### config.mk
export PLATFORM = sky130hd
export DESIGN_NAME = serial_subtractor
export DESIGN_NICKNAME = d
export VERILOG_FILES = /design/src/rtl/serial_arith_pkg.sv /design/src/rtl/sub_byte_slice.sv /design/src/rtl/serial_subtractor.sv
export SDC_FILE = /design/constraint.sdc
export NUM_CORES = 1
export LEC_CHECK = 0
export ABC_AREA = 1
export BUFFER_PORTS_ARGS = -buffer_cell sky130_fd_sc_hd__clkbuf_2
export CAP_MARGIN = 20
export CORE_MARGIN = 2
export CORE_UTILIZATION = 61
export DETAILED_ROUTE_END_ITERATION = 10
export PLACE_DENSITY = 0.85
export SLEW_MARGIN = 20
export SYNTH_ARGS = -nofsm -noshare
export SYNTH_HDL_FRONTEND = slang
export SYNTH_SLANG_ARGS = --single-unit
### constraint.sdc
create_clock -name clk -period 7.45 [get_ports clk]
set_clock_uncertainty 0.2 [all_clocks]
set_input_delay 0.3725 -clock clk [delete_from_list [all_inputs] [get_ports clk]]
set_output_delay 0.3725 -clock clk [all_outputs]
set_load 0.01 [all_outputs]
### src/rtl/serial_arith_pkg.sv
// Shared definitions for the byte-serial arithmetic units (subtractor now, adder later):
// FSM state encoding, default slice width and slice-counter sizing.
package serial_arith_pkg;

   typedef enum logic {
      IDLE = 1'b0,
      CALC = 1'b1
   } state_e;

   localparam int BYTE_W_DEF = 8;

   // A single-slice configuration still needs a 1-bit counter to keep the ports legal.
   function automatic int slice_cnt_w(input int nslice);
      return (nslice > 1) ? $clog2(nslice) : 1;
   endfunction

endpackage

### src/rtl/sub_byte_slice.sv
// Combinational BYTE_W-bit subtract with borrow-in/borrow-out; one slice of the
// byte-serial subtractor datapath.
module sub_byte_slice #(
   parameter int BYTE_W = 8
) (
   input  logic [BYTE_W-1:0] a,
   input  logic [BYTE_W-1:0] b,
   input  logic              b_in,
   output logic [BYTE_W-1:0] d,
   output logic              b_out
);

   // The extra MSB of the widened difference wraps to 1 exactly when a < b + b_in.
   logic [BYTE_W:0] diff;

   assign diff  = {1'b0, a} - {1'b0, b} - {{BYTE_W{1'b0}}, b_in};
   assign d     = diff[BYTE_W-1:0];
   assign b_out = diff[BYTE_W];

endmodule

### src/rtl/serial_subtractor.sv
// Byte-serial WIDTH-bit subtractor (out = in1 - in2) with start/busy/done handshake.
// Define SERIAL_SUBTRACTOR_SIGNED_OVF_EN to add the signed-overflow output ovf.
module serial_subtractor
   import serial_arith_pkg::*;
#(
   parameter int WIDTH  = 32,
   parameter int BYTE_W = BYTE_W_DEF
) (
   input  logic             clk,
   input  logic             rst_n,
   input  logic             start,
   input  logic [WIDTH-1:0] in1,
   input  logic [WIDTH-1:0] in2,
   output logic             busy,
   output logic             done,
   output logic [WIDTH-1:0] out,
   output logic             borrow
`ifdef SERIAL_SUBTRACTOR_SIGNED_OVF_EN
   ,
   output logic             ovf
`endif
);

   localparam int                NSLICE = WIDTH / BYTE_W;
   localparam int                CNT_W  = slice_cnt_w(NSLICE);
   localparam logic [CNT_W-1:0]  LAST   = CNT_W'(NSLICE - 1);

   state_e             state_q, state_d;
   logic [CNT_W-1:0]   cnt_q, cnt_d;
   logic [WIDTH-1:0]   a_q, a_d;
   logic [WIDTH-1:0]   b_q, b_d;
   logic [WIDTH-1:0]   res_q, res_d;
   logic               bin_q, bin_d;
   logic [WIDTH-1:0]   out_q, out_d;
   logic               borrow_q, borrow_d;
   logic               busy_q, busy_d;
   logic               done_q, done_d;
`ifdef SERIAL_SUBTRACTOR_SIGNED_OVF_EN
   logic               ovf_q, ovf_d;
`endif

   logic [BYTE_W-1:0]  a_slice, b_slice, d_slice;
   logic               bout_slice;

   // Single shared slice datapath; the counter selects which byte of the latched operands it sees.
   assign a_slice = a_q[int'(cnt_q) * BYTE_W +: BYTE_W];
   assign b_slice = b_q[int'(cnt_q) * BYTE_W +: BYTE_W];

   sub_byte_slice #(
      .BYTE_W (BYTE_W)
   ) u_slice (
      .a     (a_slice),
      .b     (b_slice),
      .b_in  (bin_q),
      .d     (d_slice),
      .b_out (bout_slice)
   );

   always_comb begin
      // NOTE: every _d gets a default first, so no path through the case can infer a latch.
      state_d  = state_q;
      cnt_d    = cnt_q;
      a_d      = a_q;
      b_d      = b_q;
      res_d    = res_q;
      bin_d    = bin_q;
      out_d    = out_q;
      borrow_d = borrow_q;
      busy_d   = busy_q;
      done_d   = 1'b0;
`ifdef SERIAL_SUBTRACTOR_SIGNED_OVF_EN
      ovf_d    = ovf_q;
`endif
      case (state_q)
         IDLE: begin
            if (start) begin
               a_d     = in1;
               b_d     = in2;
               bin_d   = 1'b0;
               cnt_d   = '0;
               busy_d  = 1'b1;
               state_d = CALC;
            end
         end
         CALC: begin
            res_d[int'(cnt_q) * BYTE_W +: BYTE_W] = d_slice;
            bin_d = bout_slice;
            if (cnt_q == LAST) begin
               // res_d already carries the slice computed this cycle.
               out_d    = res_d;
               borrow_d = bout_slice;
               done_d   = 1'b1;
               busy_d   = 1'b0;
               cnt_d    = '0;
               state_d  = IDLE;
`ifdef SERIAL_SUBTRACTOR_SIGNED_OVF_EN
               ovf_d    = (a_q[WIDTH-1] != b_q[WIDTH-1]) && (res_d[WIDTH-1] != a_q[WIDTH-1]);
`endif
            end else begin
               cnt_d = cnt_q + CNT_W'(1);
            end
         end
         default: state_d = IDLE;
      endcase
   end

   // NOTE: sequential state uses non-blocking assignments only; all _d values come from always_comb.
   always_ff @(posedge clk or negedge rst_n) begin
      if (!rst_n) begin
         state_q  <= IDLE;
         cnt_q    <= '0;
         a_q      <= '0;
         b_q      <= '0;
         res_q    <= '0;
         bin_q    <= 1'b0;
         out_q    <= '0;
         borrow_q <= 1'b0;
         busy_q   <= 1'b0;
         done_q   <= 1'b0;
`ifdef SERIAL_SUBTRACTOR_SIGNED_OVF_EN
         ovf_q    <= 1'b0;
`endif
      end else begin
         state_q  <= state_d;
         cnt_q    <= cnt_d;
         a_q      <= a_d;
         b_q      <= b_d;
         res_q    <= res_d;
         bin_q    <= bin_d;
         out_q    <= out_d;
         borrow_q <= borrow_d;
         busy_q   <= busy_d;
         done_q   <= done_d;
`ifdef SERIAL_SUBTRACTOR_SIGNED_OVF_EN
         ovf_q    <= ovf_d;
`endif
      end
   end

   assign busy   = busy_q;
   assign done   = done_q;
   assign out    = out_q;
   assign borrow = borrow_q;
`ifdef SERIAL_SUBTRACTOR_SIGNED_OVF_EN
   assign ovf    = ovf_q;
`endif

endmodule
# --- Yosys cells after proc, flatten, opt, wreduce, memory -nomap -nowiden ---
# Cells that the tools add are included.
op_classes:
  div_mod_pow: 0
  shift: 4
  addsub: 4
  eq_ne: 3
  n_mul: 0
  reduce_logical: 3
  order_cmp: 0
  mux: 14
  bitwise: 1
op_table:
  columns: ["operator", "count"]
  rows:
  - ["variable part select 32 x 6 -> 8 bit", 2]
  - ["negator 5 -> 33 bit", 1]
  - ["variable shift 8 x 33 -> 32 bit (first input constant)", 1]
  - ["variable part select 8 x 33 -> 32 bit", 1]
  - ["bitwise mux 32 bit", 1]
  - ["subtractor 8 x 8 -> 9 bit", 1]
  - ["subtractor 9 x 1 -> 9 bit", 1]
  - ["2-to-1 mux 1 bit", 7]
  - ["case mux 1 bit (2 select lines)", 3]
  - ["AND reduction 2 bit", 3]
  - ["2-to-1 mux 2 bit", 2]
  - ["case mux 2 bit (2 select lines)", 1]
  - ["adder 2 x 1 -> 2 bit (second input constant)", 1]
  - ["== test 2 bit (second input constant)", 1]
  - ["!= test 2 x 1 -> 1 bit (second input constant)", 1]
  - ["!= test 2 bit (second input constant)", 1]
  - ["NOT 1 bit", 1]
totals:
  latch_bits: 0
  word_cells: 39
  romBits: 0
  mem_bits_rw: 0
  mem_count: 0
  output_inout_bits: 35
  in_bits: 67
  regBits: 135

# --- Longest topological paths before layout ---
# Gate-level depths: netlist of run 1.
logic_depth:
  word_depth: 5
  depth_mapped: 22
  ltp_nobuf: 19

# --- Modules after synthesis ---
# A second synthesis of run 1 with hierarchy kept.
hier_totals:
  cells_unflattened: 903
  area_unflattened_um2: 6902.9
by_module_without_submodules:
  columns: ["module", "instances", "area_per_inst_um2", "cells_per_inst", "seq_area_each_um2"]
  rows:
  - ["serial_subtractor", 1, 6326.1, 803, 3378.2]
  - ["sub_byte_slice", 1, 576.8, 100, 0.0]

# --- Worst setup path before layout of run 1 ---
# Ideal clock, no wire load.
synth_timing:
  kind: "register -> register"
  from: "register cnt_q[0]"
  to: "register res_q[12]"
  stages_incl_launch_ff: 17
  n_path_buf: 3
  synth_period_minus_slack_ps: 3331
  required_time_ps: 7117
  arrival_ps: 2998
  setup_slack_ps: 4119
  setup_time_ps: 133
  cell_sequence: "dfrtp_1 -> buf_6 -> inv_4 -> buf_6 -> clkbuf_1 -> nand2_1 -> a32o_1 -> fa_1 -> fa_1 -> or2_1 -> nand2_1 -> nand2_1 -> or2_1 -> nand4_1 -> o22ai_1 -> nand2_1 -> o21ai_0"
synth_via:
  elab_chain_len: 5
  word_cells_on_any_way: 8
  cone_classes: "3 x add/sub; 4 x shift; 1 x mux"
synth_rtl:
  columns: ["element", "line_no", "source"]
  rows:
  - ["start, declared", "serial_subtractor.sv:29", "logic [CNT_W-1:0] cnt_q, cnt_d;"]
  - ["start signal, assigned", "serial_subtractor.sv:125", "cnt_q <= cnt_d;"]
  - ["variable part select 32 x 6 -> 8 bit (on tied branches)", "serial_subtractor.sv:46, serial_subtractor.sv:47", null]
  - ["subtractor 8 x 8 -> 9 bit", "sub_byte_slice.sv:16", "assign diff = {1'b0, a} - {1'b0, b} - {{BYTE_W{1'b0}}, b_in};"]
  - ["subtractor 9 x 1 -> 9 bit", "sub_byte_slice.sv:16", null]
  - ["variable part select 8 x 33 -> 32 bit", "serial_subtractor.sv:86", "res_d[int'(cnt_q) * BYTE_W +: BYTE_W] = d_slice;"]
  - ["bitwise mux 32 bit *", "serial_subtractor.sv:86", null]
  - ["end signal, assigned", "serial_subtractor.sv:128", "res_q <= res_d;"]
  - ["end, declared", "serial_subtractor.sv:32", "logic [WIDTH-1:0] res_q, res_d;"]
# Every way passes the cells marked *; elsewhere a longest branch is shown, timed or not.
# A chain may end at the register's enable or synchronous reset.

# --- Worst setup path in the final report of run 1 ---
layout_timing:
  from: "register cnt_q[0]"
  to: "register out_q[30] (netlist: out[30])"
layout_via:
  elab_chain_len: 5
  word_cells_on_any_way: 10
  cone_classes: "3 x add/sub; 1 x eq/ne; 4 x shift; 1 x mux; 1 x reduce/logical"
layout_rtl:
  columns: ["element", "line_no", "source"]
  rows:
  - ["variable part select 32 x 6 -> 8 bit (on tied branches)", "serial_subtractor.sv:46, serial_subtractor.sv:47", null]
  - ["subtractor 8 x 8 -> 9 bit", "sub_byte_slice.sv:16", null]
  - ["subtractor 9 x 1 -> 9 bit", "sub_byte_slice.sv:16", null]
  - ["variable part select 8 x 33 -> 32 bit", "serial_subtractor.sv:86", null]
  - ["bitwise mux 32 bit", "serial_subtractor.sv:86", null]
  - ["end signal, assigned", "serial_subtractor.sv:130", "out_q <= out_d;"]
  - ["end, declared", "serial_subtractor.sv:34", "logic [WIDTH-1:0] out_q, out_d;"]
# Parallel ways exist; a longest one is shown, timed or not.

==> impl_metrics.json, run 1 <==
{
  "synthTopCellsByArea": "dfrtp_1 52%, nand2_1 14%, mux2_2 10%",
  "io_buffers": 101,
  "cts_tree": "done",
  "drc": 0,
  "setup_tns_ns": 0,
  "fp.coreArea_um2": 10400,
  "wl_mm": 18.1,
  "overflow": 0,
  "setup_viol": 0,
  "place_ws_ns": 3.80,
  "stdcell_area_um2": 8320,
  "cts_resized": 0,
  "worst_slew_pin_slew_ns": 1.00,
  "syn_nets": 791,
  "rsz0062_at_grt": "false",
  "end_kind": "flop",
  "synth.avg_cell_area_um2": 9.26,
  "whs_path_depth": 2,
  "seq_area_frac_synth_pct": 51.8,
  "synth_warnings": 0,
  "grt_first_pass_wirelength_mm": 29.7,
  "cts_root_buf": "clkbuf_8",
  "clock_latency_ns": 0.53,
  "cts_sinks": 135,
  "hold_viol": 0,
  "clockBufferDepth": 2,
  "yosysMostFrequentCell": "nand2_1",
  "synth_area_um2": 6520,
  "gp_congestion": 0.874,
  "seq_area_um2": 3380,
  "drt_iter0_markers": 569,
  "synth_cell_types": 32,
  "max_freq_mhz": 251,
  "ys.flop_type": "dfrtp_1",
  "cp_data_arrival_time_ns": 4.19,
  "fillCellCount": 612,
  "cp_data_required_time_ns": 7.65,
  "synth-seq-cells": 135,
  "timing.final.ws_setup_ns": 3.46,
  "netlist_instances": 704,
  "dieHeight_um": 107,
  "instances_no_fill": 1009,
  "clk_pin_slew_ns": 0.06,
  "nets": 947,
  "start_kind": "flop",
  "drt.antenna.violating_nets": 0,
  "multi_input_area_um2": 2730,
  "place_inst": 911,
  "period_needed_ns": 3.99,
  "antenna_cells": 0,
  "grt_pass1_vias": 6073,
  "antenna_found_initial": 0,
  "dieArea_um2": 11500,
  "period_share_pct": 53.5,
  "cts_buffers": 17,
  "std_cell_rows": 37,
  "synth.largest_area_cell": "dfrtp_1",
  "outcome": "finished, final reports clean",
  "grt_usage_pct": 33.9,
  "ioPinCount": 102,
  "drive_above_1_share_pct": 24.7,
  "drv_slew": 0,
  "dp_hpwl_mm": 10.4,
  "wire_per_inst_um": 18.0,
  "critPathKind": "flop to flop",
  "cap_violations": 0,
  "synth_edf_count": 0,
  "hold_class": "flop to flop",
  "h-tree-depth": 4,
  "synthDominantCellAreaShare_pct": 51.8,
  "avgViaCountPerCell": 5.76,
  "vias": 5809,
  "maxSlewHeadroom_pct": 32.8,
  "crit_fanout": 48,
  "r2r_cells": 17,
  "post-cts-setup-buffers": 0,
  "synth_common_cells": "235 x nand2_1, 135 x dfrtp_1, 60 x inv_1, 60 x mux2_2, 37 x o21ai_0",
  "ys_async_sr_fraction_pct": 100,
  "die_w_um": 107,
  "drt-pass1-iter-count": 5,
  "start_util_pct": 62.8,
  "grt_max_degree": 70,
  "dpl_cell_area_um2": 7060,
  "syn_to_final_growth_pct": 27.6
}
==> cells by family (layout without fill, tap and decap cells) <==
kind of cell / after synthesis / count (layout) / synth area share, %
buffers and inverters: 99 / 268 / 6.32
AND/OR/NAND/NOR: 291 / 291 / 17.9
AO/OA/AOI/OAI: 95 / 95 / 8.77
flip-flops: 135 / 135 / 51.8
adder cells (fa/ha/maj): 20 / 20 / 4.07
multiplexers: 60 / 60 / 10.4
XOR/XNOR: 4 / 4 / 0.768
==> through the flow <==
step / util [%] / hold WS, ns
after global routing: 80.2 / 0.305
after detailed placement: 68.1 / 0.266
after global placement: 68.1 / 0.261
after CTS: 80.2 / 0.282
final: 80.2 / 0.280
after floorplan: - / -0.123
==> registers in the layout (all words and copies together), names as in the netlist <==
name / flops
out: 32
done: 1
borrow: 1
state_q: 1
a_q: 32
res_q: 32
b_q: 32
bin_q: 1
busy: 1
cnt_q: 2
==> cell usage in the layout, fill, tap and decap left out, types with 18 or more instances in the layout <==
master	synthesis	final
clkbuf_2	0	100
dfrtp_1	135	135
dlygate4sd3_1	0	66
ha_1	18	18
inv_1	60	60
mux2_2	60	60
nand2_1	235	233
nor2_1	25	25
o21ai_0	37	37
o22ai_1	24	24
==> critical path, cell delays in order, from the launching register on <==
cell and delay (ns):
dfrtp_1 0.36, buf_4 0.46, inv_4 0.29, o21ai_0 0.31, o22ai_1 0.11, ha_1 0.30, inv_1 0.05, ha_1 0.38
inv_1 0.12, o21ai_0 0.21, nand2_1 0.11, nand3_1 0.14, xor2_1 0.35, nor2_1 0.08, nand2_1 0.09, o21ai_0 0.12
nand2_1 0.09, nand2_1 0.08
==> cell type report <==
type	instances	area share, %
clock buffer	21	5.64
clock inverter	11	1.46
inverter	65	2.96
multi-input combinational	470	32.9
sequential	135	40.6
tap	136	2.05
timing repair buffer	171	14.4
==> worst paths after layout <==
check,start,end,slack (ns)
setup / recovery,cnt_q[0],out[30],3.46
max in group asynchronous,rst_n,a_q[7],5.40
min in group asynchronous,rst_n,out[0],0.29
hold / removal,res_q[29],res_q[29],0.28
setup reg to reg,cnt_q[0],out[30],3.46
hold reg to reg,res_q[29],res_q[29],0.28
==> timing repair <==
action	CTS	global route
setup endpoints to repair	0	0
hold buffers	66	0
hold endpoints to repair	132	0
==> metal layers <==
metal	vias up	part of all wire, %	global-route usage (%)
met5	-	0	0
li1	2611	-	-
met2	318	52	59.6
met3	72	6.3	6.48
met4	0	5.0	18.4
met1	2808	37	39.0
Power of run 1 is left out: the tool's default activity adds up to more than one toggle a clock period on the data nets, which glitch-free logic cannot reach.
==> run 2, diff against run 1 <==
--- a/config.mk
+++ b/config.mk
@@ -9,9 +9,9 @@
 export BUFFER_PORTS_ARGS = -buffer_cell sky130_fd_sc_hd__clkbuf_2
 export CAP_MARGIN = 20
 export CORE_MARGIN = 2
-export CORE_UTILIZATION = 61
+export CORE_UTILIZATION = 51
 export DETAILED_ROUTE_END_ITERATION = 10
-export PLACE_DENSITY = 0.85
+export PLACE_DENSITY = 0.76
 export SLEW_MARGIN = 20
 export SYNTH_ARGS = -nofsm -noshare
 export SYNTH_HDL_FRONTEND = slang
==> constraint.sdc (replaced) <==
create_clock -name clk -period 3.3 [get_ports clk]
set_clock_uncertainty 0.2 [all_clocks]
set_input_delay 0.165 -clock clk [delete_from_list [all_inputs] [get_ports clk]]
set_output_delay 0.165 -clock clk [all_outputs]
set_load 0.01 [all_outputs]
==> run 2 against run 1 <==
- global-route usage fell by 6.5 points
- fmax up 27%
- non-clock buffer count grew 13
- register-to-register slack lost 3.3 ns
- sequential cell count unchanged
- die area up 19%
- cell count up 4.5%
- critical path type unchanged
==> impl_metrics.json, run 2 (synthesized netlist as in run 1, its figures left out) <==
{
  "cts_root_buf": "clkbuf_16",
  "clock_latency_ns": 0.43,
  "drt.antenna.violating_nets": 0,
  "wire_per_inst_um": 16.5,
  "timing.rr.start": "cnt_q[0]",
  "critical-path-top-delay-family": "simple AND/OR/NAND/NOR gates",
  "io_buffers": 101,
  "drive_above_1_share_pct": 25.5,
  "critPathKind": "flop to flop",
  "top_usage_layer": "met2",
  "stdcell_area_um2": 8450,
  "crit_end": "res_q[12]",
  "max_freq_mhz": 319,
  "dieArea_um2": 13700,
  "cp_num_buf_inv": 1,
  "avgViaCountPerCell": 5.27,
  "crit_fanout": 17,
  "start_util_pct": 51.9,
  "cts_tree": "done",
  "cp.depth": 13,
  "drv_slew": 0,
  "dieHeight_um": 117,
  "cp_data_arrival_time_ns": 3.22,
  "use_met2_pct": 48.1,
  "wl_mm": 17.3,
  "antenna_cells": 0,
  "internal_power_mw": 5.69,
  "drt_iter0_markers": 386,
  "worst_slew_pin_slew_ns": 0.841,
  "r2r_cells": 13,
  "critPathMaxStageDelay_ns": 0.47,
  "overflow": 0,
  "pwr-share-clk_pct": 16.2,
  "die_w_um": 117,
  "drt-pass1-iter-count": 4,
  "grt_max_degree": 65,
  "antenna_found_initial": 0,
  "nets": 960,
  "start_kind": "flop",
  "dpl_cell_area_um2": 7240,
  "final_common_cell": "nand2_1",
  "cp_slowest_cell": "dfrtp_2",
  "grt_usage_pct": 27.4,
  "end_kind": "flop",
  "cts_sinks": 135,
  "period_share_pct": 95.0,
  "drc": 0,
  "gp_congestion": 0.870,
  "p_sw_mw": 4.73,
  "vias": 5558,
  "rsz0062_at_grt": "false",
  "startpoint": "cnt_q[0]",
  "clockBufferDepth": 2,
  "ioPinCount": 102,
  "hold_class": "input port to asynchronous set/reset pin",
  "seqPwrFrac_pct": 26.6,
  "swShare_pct": 45.4,
  "grt_first_pass_wirelength_mm": 28.3,
  "rr_endpoint": "res_q[12]",
  "cts_buffers": 17,
  "grtUsageMet1_pct": 31.2,
  "fp.coreArea_um2": 12600,
  "power.density_nw_per_um2": 1230,
  "cp_data_required_time_ns": 3.38,
  "clk_pin_slew_ns": 0.05,
  "std_cell_rows": 41,
  "outcome": "finished, final reports clean",
  "dp_hpwl_mm": 10.7,
  "maxSlewHeadroom_pct": 43.9,
  "most-common-layout-cells": "234 x nand2_1, 134 x dfrtp_1, 100 x clkbuf_2",
  "reg2reg_slack_ns": 0.16,
  "grt_use_met3_pct": 7.42,
  "setup_viol": 0,
  "leakagePower_nw": 4.27,
  "peakVddDrop_v": 0.000882,
  "h-tree-depth": 4,
  "cap_violations": 0,
  "setup_tns_ns": 0,
  "path_common_cell": "nand2_1",
  "period_needed_ns": 3.14,
  "pwr-share-comb_pct": 57.2,
  "crit_chain": "buf_6 > o21ai_0 > o22ai_1 > fa_2 > fa_1 > or2_1 > nand2_1 > nand2_1 > or2_1 > nand4_1 > o22ai_1 > nand2_1 > o21ai_0",
  "grt_pass1_vias": 5885,
  "syn_to_final_growth_pct": 29.6,
  "hold_viol": 0
}
run 2: worst min-delay path by stage:
| stage | to | startpoint |
|---|---|---|
| after floorplan | a_q[0] | rst_n |
| after global placement | out[2] | rst_n |
| after detailed placement | out[8] | rst_n |
| after CTS | out[2] | rst_n |
| after global routing | out[2] | rst_n |
| final | out[4] | rst_n |
run 2: final cells by class:
type | instances | area [um2]
flip-flops and latches | 135 | 3380
multi-input cells | 470 | 2750
fillers | 937 | 4120
well taps | 172 | 215
repair buffers | 184 | 1350
clock inverters | 4 | 22.5
inverters | 65 | 249
clock buffers | 24 | 492
run 2: power groups by stage:
| stage | Combinational, mW | Sequential (mW) | Clock [mW] |
|---|---|---|---|
| 3_5_place_dp | 5.68 | 2.77 | 0 |
| 3_3_place_gp | 5.47 | 2.73 | 0 |
| 6_report | 5.96 | 2.77 | 1.68 |
| 2_1_floorplan | 4.15 | 2.73 | 0 |
| 5_1_grt | 6.66 | 2.84 | 1.77 |
| 4_1_cts | 5.79 | 2.75 | 1.70 |
run 2: stage by stage:
stage               std cells  utilization, %  hold WS, ns  power (mW)  setup slack (ns)
floorplan                 704               -       -0.331        6.87           0.00346
global placement          959            57.6       0.0909        8.21             0.197
detailed placement        959            57.6        0.107        8.45            0.0969
CTS                      1053            66.9        0.210        10.2            0.0835
global route             1054            67.2        0.255        11.3            0.0109
finish                   1054            67.2        0.194        10.4             0.164
run 2: metal layers:
layer / up-vias / routed length (um)
met2: 220 / 8900
met3: 48 / 942
met1: 2670 / 6870
met4: 0 / 628
met5: - / 0
li1: 2620 / -
run 2: timing repair:
action,CTS,global route
hold buffers,66,0
endpoints found under the hold margin,130,0
buffers inserted,0,1
resized for setup,0,12
endpoints found under the setup margin,0,30
Power figures use the tool's default switching activity.
